--- config.mk ---
export PLATFORM = sky130hd
export DESIGN_NAME = fb_arbiter
export DESIGN_NICKNAME = d
export VERILOG_FILES = /design/src/rtl/fb_arbiter.sv
export SDC_FILE = /design/constraint.sdc
export NUM_CORES = 1
export LEC_CHECK = 0
export BUFFER_PORTS_ARGS = -buffer_cell sky130_fd_sc_hd__buf_2
export CAP_MARGIN = 20
export CORE_ASPECT_RATIO = 0.5
export CORE_UTILIZATION = 25
export CTS_CLUSTER_SIZE = 20
export DETAILED_ROUTE_END_ITERATION = 16
export PLACE_DENSITY = 0.43
export SLEW_MARGIN = 20
export SYNTH_ARGS = -nofsm -noshare
export SYNTH_HDL_FRONTEND = slang
export SYNTH_SLANG_ARGS = --single-unit
--- constraint.sdc ---
create_clock -name pclk -period 11.52 [get_ports pclk]
set_clock_uncertainty 0.15 [all_clocks]
set_input_delay 2.88 -clock pclk [delete_from_list [all_inputs] [get_ports pclk]]
set_output_delay 2.88 -clock pclk [all_outputs]
set_load 0.01 [all_outputs]
--- src/rtl/fb_arbiter.sv ---
// fb_arbiter: single-port frame buffer arbiter between VGA scan-out reads
// and buffered camera writes.
//
// Reads win every cycle where vga_video_on=1 and vga_x is even. Every other
// cycle is a write slot that drains one entry from an in-order write FIFO.
// The frame buffer is FB_W x FB_H. The display scales it 2x in both
// directions: each even-x read is shown for two pixels, and lines 2k and 2k+1
// read the same row.
//
// Optional feature: define FB_OVF_CNT_EN to add the ovf_count port. It counts
// dropped camera requests and saturates at 65535.
//
// Ports:
//   pclk          pixel clock; all logic uses the rising edge
//   rst           synchronous reset, active low
//   vga_x/vga_y   current scan position from the VGA timing generator
//   vga_video_on  high inside the 640x480 active area
//   cam_wr_*      camera write request (valid/ready) with address and RGB444 data
//   mem_*         single-port RAM interface; mem_rdata arrives one cycle after mem_addr
//   pix_data      pixel to the DAC, two cycles after its (vga_x, vga_y)
//   pix_valid     vga_video_on delayed to line up with pix_data
//   ovf_count     dropped camera requests (FB_OVF_CNT_EN only)
module fb_arbiter #(
    parameter int FB_W       = 320,
    parameter int FB_H       = 240,
    parameter int WBUF_DEPTH = 4
) (
    input  logic        pclk,
    input  logic        rst,
    input  logic [9:0]  vga_x,
    input  logic [9:0]  vga_y,
    input  logic        vga_video_on,
    input  logic        cam_wr_valid,
    input  logic [16:0] cam_wr_addr,
    input  logic [11:0] cam_wr_data,
    output logic        cam_wr_ready,
    output logic [16:0] mem_addr,
    output logic        mem_we,
    output logic [11:0] mem_wdata,
    input  logic [11:0] mem_rdata,
    output logic [11:0] pix_data,
    output logic        pix_valid
`ifdef FB_OVF_CNT_EN
    ,
    output logic [15:0] ovf_count
`endif
);

    localparam int PTR_W = (WBUF_DEPTH > 1) ? $clog2(WBUF_DEPTH) : 1;
    localparam int CNT_W = PTR_W + 1;
    localparam logic [CNT_W-1:0] FULL_CNT = CNT_W'(WBUF_DEPTH);
    localparam logic [17:0]      FB_SIZE  = 18'(FB_W * FB_H);

    logic [16:0]      buf_addr [WBUF_DEPTH];
    logic [11:0]      buf_data [WBUF_DEPTH];
    logic [PTR_W-1:0] wr_ptr;
    logic [PTR_W-1:0] rd_ptr;
    logic [CNT_W-1:0] count;
    logic             run;
    logic [16:0]      last_addr;
    logic [11:0]      last_wdata;
    logic             rd_d1;
    logic             von_d1;

    logic             read_slot;
    logic             full;
    logic             empty;
    logic             push;
    logic             pop;
    logic             in_range;
    logic [19:0]      row_base;
    logic [16:0]      rd_addr;

    // Only vga_y[9:1] selects a row, so vga_y[0] is intentionally ignored.
    logic             unused_y_lsb;
    assign unused_y_lsb = vga_y[0];

    // Row base = (vga_y>>1)*FB_W. It is built from one shifted copy of the
    // row per set bit of FB_W. For FB_W=320 that is (row<<8) + (row<<6).
    always_comb begin
        row_base = '0;
        for (int i = 0; i < 20; i++) begin
            if (FB_W[i]) row_base = row_base + (20'(vga_y[9:1]) << i);
        end
    end

    assign rd_addr   = 17'(row_base + 20'(vga_x[9:1]));
    assign read_slot = vga_video_on & ~vga_x[0];
    assign full      = (count == FULL_CNT);
    assign empty     = (count == '0);

    // run is low for the first cycle after reset is released, so ready
    // cannot rise in the same cycle that rst returns high.
    assign cam_wr_ready = rst & run & ~full;
    assign push         = cam_wr_valid & cam_wr_ready;
    assign pop          = rst & ~read_slot & ~empty;
    assign in_range     = ({1'b0, buf_addr[rd_ptr]} < FB_SIZE);

    // The RAM port is driven combinationally so that a read issued in cycle t
    // returns its data in t+1 and is registered into pix_data at t+2.
    always_comb begin
        mem_addr  = last_addr;
        mem_wdata = last_wdata;
        mem_we    = 1'b0;
        if (!rst) begin
            mem_addr  = '0;
            mem_wdata = '0;
        end else if (read_slot) begin
            mem_addr = rd_addr;
        end else if (!empty) begin
            mem_addr  = buf_addr[rd_ptr];
            mem_wdata = buf_data[rd_ptr];
            // Out-of-range entries still leave the FIFO but never write the RAM.
            mem_we    = in_range;
        end
    end

    // FIFO storage has no reset: an entry is only read after it has been written.
    always_ff @(posedge pclk) begin
        if (push) begin
            buf_addr[wr_ptr] <= cam_wr_addr;
            buf_data[wr_ptr] <= cam_wr_data;
        end
    end

    always_ff @(posedge pclk) begin
        if (!rst) begin
            run        <= 1'b0;
            wr_ptr     <= '0;
            rd_ptr     <= '0;
            count      <= '0;
            last_addr  <= '0;
            last_wdata <= '0;
            rd_d1      <= 1'b0;
            von_d1     <= 1'b0;
            pix_data   <= '0;
            pix_valid  <= 1'b0;
        end else begin
            run        <= 1'b1;
            last_addr  <= mem_addr;
            last_wdata <= mem_wdata;
            if (push) wr_ptr <= wr_ptr + PTR_W'(1);
            if (pop)  rd_ptr <= rd_ptr + PTR_W'(1);
            case ({push, pop})
                2'b10:   count <= count + CNT_W'(1);
                2'b01:   count <= count - CNT_W'(1);
                default: count <= count;
            endcase

            // Stage 1 records whether this cycle issued a read.
            // Stage 2 captures the returned data.
            rd_d1     <= read_slot;
            von_d1    <= vga_video_on;
            pix_valid <= von_d1;
            if (!von_d1) begin
                pix_data <= '0;
            end else if (rd_d1) begin
                pix_data <= mem_rdata;
            end
            // An odd-x pixel keeps the previous even-x value (2x horizontal).
        end
    end

`ifdef FB_OVF_CNT_EN
    always_ff @(posedge pclk) begin
        if (!rst) begin
            ovf_count <= '0;
        end else if (cam_wr_valid && !cam_wr_ready && (ovf_count != 16'hFFFF)) begin
            ovf_count <= ovf_count + 16'd1;
        end
    end
`endif

endmodule

==> out/qor.txt <==
SYNTHESIS
-----------------------------------------------------------------------------------------------
Count of flip-flops with a built-in enable after synthesis                                  116
Dominant register cell in the synthesized netlist                                  sky130_fd_sc_hd__edfxtp_1
Cell types with the highest counts after synthesis                                 sky130_fd_sc_hd__edfxtp_1 (116), sky130_fd_sc_hd__dfxtp_1 (54), sky130_fd_sc_hd__nand2_1 (45), sky130_fd_sc_hd__mux2i_1 (28), sky130_fd_sc_hd__a21boi_0 (25)
Top area cells in the synthesized netlist                                          sky130_fd_sc_hd__edfxtp_1 (48%), sky130_fd_sc_hd__dfxtp_1 (15%), sky130_fd_sc_hd__mux4_2 (6.6%)
Synthesized instance count                                                                  472
Post-Syn Area                                                                          7210 µm²
Distinct cells, synth                                                                        41
Count of state elements after synthesis                                                     170
Number of nets in the synthesized netlist                                                   562
Number of warning messages in the yosys log                                                   0
Area fraction of the dominant cell type after synthesis                                   0.483
Seq/Total Area, Yosys                                                                     0.633
Async SR Flop Fraction                                                                        0
Mean area per synthesized cell                                                         15.3 µm²
Count leader, synth                                                                sky130_fd_sc_hd__edfxtp_1
Post-synthesis cell type with the largest combined area                            sky130_fd_sc_hd__edfxtp_1

PLACEMENT
-----------------------------------------------------------------------------------------------
Number of placed cells counting well taps                                                   947
Post-placement setup slack                                                              3.08 ns
Buffers on Ports                                                                            107
HPWL Detailed                                                                          10400 µm
Post-detailed-placement cell area                                                      8160 µm²
Final weighted congestion of routability-driven global placement                          0.687

ROUTE
-----------------------------------------------------------------------------------------------
Detail Route met2 WL                                                                    7470 µm
Routed length on met3                                                                    574 µm
Mean number of vias per cell                                                               4.25
DRC violation count after routing                                                             0
Count of nets left with antenna violations after detail routing                               0
Sum of routed wire length over all layers                                              15700 µm
Initial DRC count                                                                           180
Pre-antenna DRT Iters                                                                         4
Max layer used                                                                             met4
Wire length on met1                                                                     7420 µm
Avg WL per Cell                                                                         16.0 µm
Total via count after detailed routing                                                     4163

TIMING
-----------------------------------------------------------------------------------------------
Min Clock Period, post-route                                                            8.41 ns
Final Cycle Share                                                                         0.730
Achievable clock frequency                                                              119 MHz
Max Slew Vio Count                                                                            0
Tightest hold margin                                                                   0.318 ns
Slew at the pin with the worst max-slew slack                                          0.843 ns
Sum of negative setup slack                                                                0 ns
Count of final setup violators                                                                0
Final worst-path setup slack                                                            3.11 ns
Setup repair after global routing missed its margin                                          no
Worst max-slew margin expressed relative to the limit                                     0.437
Hold violation total from the final report                                                    0

LAYOUT
-----------------------------------------------------------------------------------------------
Proportion of layout cells with a drive suffix above 1                                    0.286
Total Nets Final                                                                            674
Layout Area Growth over Synthesis                                                         21.0%
Layout Cell Area excl Fill                                                             8730 µm²
N_diodes                                                                                      0
Number of cells in the finished layout apart from fillers                                   979
Fill cell total of the finished layout                                                     2810
Area occupied by multi-input gates                                                     2460 µm²
Post-Route Utilization                                                                    0.311
Reg area                                                                               4570 µm²

WORST SETUP PATH
-----------------------------------------------------------------------------------------------
Setup CP Type                                                                         in -> out
Setup crit end kind                                                                 output port
Largest fanout of any net on the critical path                                                3
Startpoint class of the critical path                                                 input pin
Worst Path Arrival                                                                      5.38 ns
WP data required                                                                        8.49 ns

POWER
-----------------------------------------------------------------------------------------------
Leak Pwr                                                                                3.47 nW
Post-route total power                                                                  1.46 mW
Worst IR Drop VDD                                                                    0.000104 V
Power per cell area                                                                  167 nW/µm²

FLOORPLANNING
-----------------------------------------------------------------------------------------------
IO Count                                                                                    109
Initial core utilization                                                                  0.257
Die width                                                                                242 µm
Floorplan die area                                                                    29600 µm²
Die H                                                                                    122 µm
Std-Cell Rows                                                                                43
Std-Cell Core Area                                                                    28000 µm²

CTS
-----------------------------------------------------------------------------------------------
Clk root buf                                                                       sky130_fd_sc_hd__clkbuf_16
Buffers inserted during post-CTS setup optimization                                           0
CTS Buf Count                                                                                17
Clock input transition at the sequential cells of the worst setup and hold paths        0.06 ns
Number of sinks handled by clock tree synthesis                                             170
Worst-case clock buffer depth                                                                 2
Count of H-tree levels built during CTS                                                       4
Count of hold-fix buffers inserted at cts                                                     0
Count of instances resized after the clock tree is built                                      0
CTS tree                                                                                   done
Clock latency reported for the late side of the worst-skew pair                         0.43 ns

GLOBAL ROUTE
-----------------------------------------------------------------------------------------------
Initial antenna violation count                                                               0
Remaining global-route overflow                                                               0
Vias in the first global route                                                             4138
Maximum number of pins on one net before global-route repair                                 70
Global-route total usage across every layer                                               0.111
Wire length of the first global-routing pass                                           24300 µm

OUTCOME
-----------------------------------------------------------------------------------------------
Outcome                                                                            finished clean

JOB
-----------------------------------------------------------------------------------------------
MaxCap Viol Count                                                                             0

MIN PATH
-----------------------------------------------------------------------------------------------
Worst min path class                                                                 reg -> reg

==> worst max-delay path, stage by stage <==
cell                       delay [ns]
sky130_fd_sc_hd__buf_2           0.09
sky130_fd_sc_hd__inv_1           0.06
sky130_fd_sc_hd__fa_1            0.50
sky130_fd_sc_hd__inv_1           0.07
sky130_fd_sc_hd__fa_1            0.48
sky130_fd_sc_hd__a211oi_1        0.33
sky130_fd_sc_hd__o21bai_1        0.14
sky130_fd_sc_hd__a41oi_1         0.25
sky130_fd_sc_hd__xor2_1          0.25
sky130_fd_sc_hd__a21oi_1         0.13
sky130_fd_sc_hd__buf_2           0.20
==> cell families after synthesis <==
kind of cell               count (synthesis)  share of synthesized area
DFF                                      170                      0.633
and+or+nand+nor                           89                     0.0566
AOI/OAI and AO/OA                         83                     0.0889
muxes                                     59                      0.137
buffers and inverters                     36                     0.0260
adders and majority gates                 25                     0.0465
xor gates and xnor gates                  10                     0.0121
==> layout by cell type (no fill, tap or decap), types with 12 or more instances in the layout <==
cell	count
sky130_fd_sc_hd__o211a_1	23
sky130_fd_sc_hd__dfxtp_1	53
sky130_fd_sc_hd__edfxtp_1	116
sky130_fd_sc_hd__buf_2	107
sky130_fd_sc_hd__mux2i_1	28
sky130_fd_sc_hd__inv_1	12
sky130_fd_sc_hd__nand2_1	45
sky130_fd_sc_hd__nor2_1	14
sky130_fd_sc_hd__clkbuf_16	17
sky130_fd_sc_hd__mux4_2	21
sky130_fd_sc_hd__and2_1	12
sky130_fd_sc_hd__a21boi_0	25
sky130_fd_sc_hd__ha_1	22
==> layer usage <==
metal  vias up  global-route usage
met5         -                   0
met4         0              0.0376
met3        17              0.0330
met2        60               0.181
met1      2054               0.143
li1       2032                   -
==> sequential cells by signal, summed over array words and instances, names as in the netlist, named ones only <==
name	flops
buf_addr	68
buf_data	48
count	3
last_addr	17
last_wdata	12
pix_data	12
pix_valid	1
rd_d1	1
rd_ptr	2
run	1
von_d1	1
wr_ptr	2
==> where the power goes <==
group	leakage, nW	total [mW]	switching (mW)	internal, mW
Sequential	1.49	0.687	0.0127	0.674
Clock	0.271	0.555	0.233	0.322
Combinational	1.71	0.215	0.114	0.101
Total	3.47	1.46	0.360	1.10
==> cell type report <==
| cell class | count | share of cell area |
|---|---|---|
| Multi-Input combinational cell | 266 | 0.282 |
| Tap cell | 382 | 0.0548 |
| Sequential cell | 170 | 0.523 |
| Clock inverter | 9 | 0.0133 |
| Timing Repair Buffer | 117 | 0.0700 |
| Inverter | 12 | 0.00516 |
| Clock buffer | 23 | 0.0513 |
==> final timing paths <==
path,from,endpoint,slack [ns],depth (start not counted)
worst min register to register,last_wdata[11],last_wdata[11],0.32,2
worst max register to register,count[0],count[2],8.72,11
worst max-delay path,vga_y[1],mem_addr[15],3.11,11
worst min-delay path,last_wdata[11],last_wdata[11],0.32,2
(Power assumes the default switching activity.)
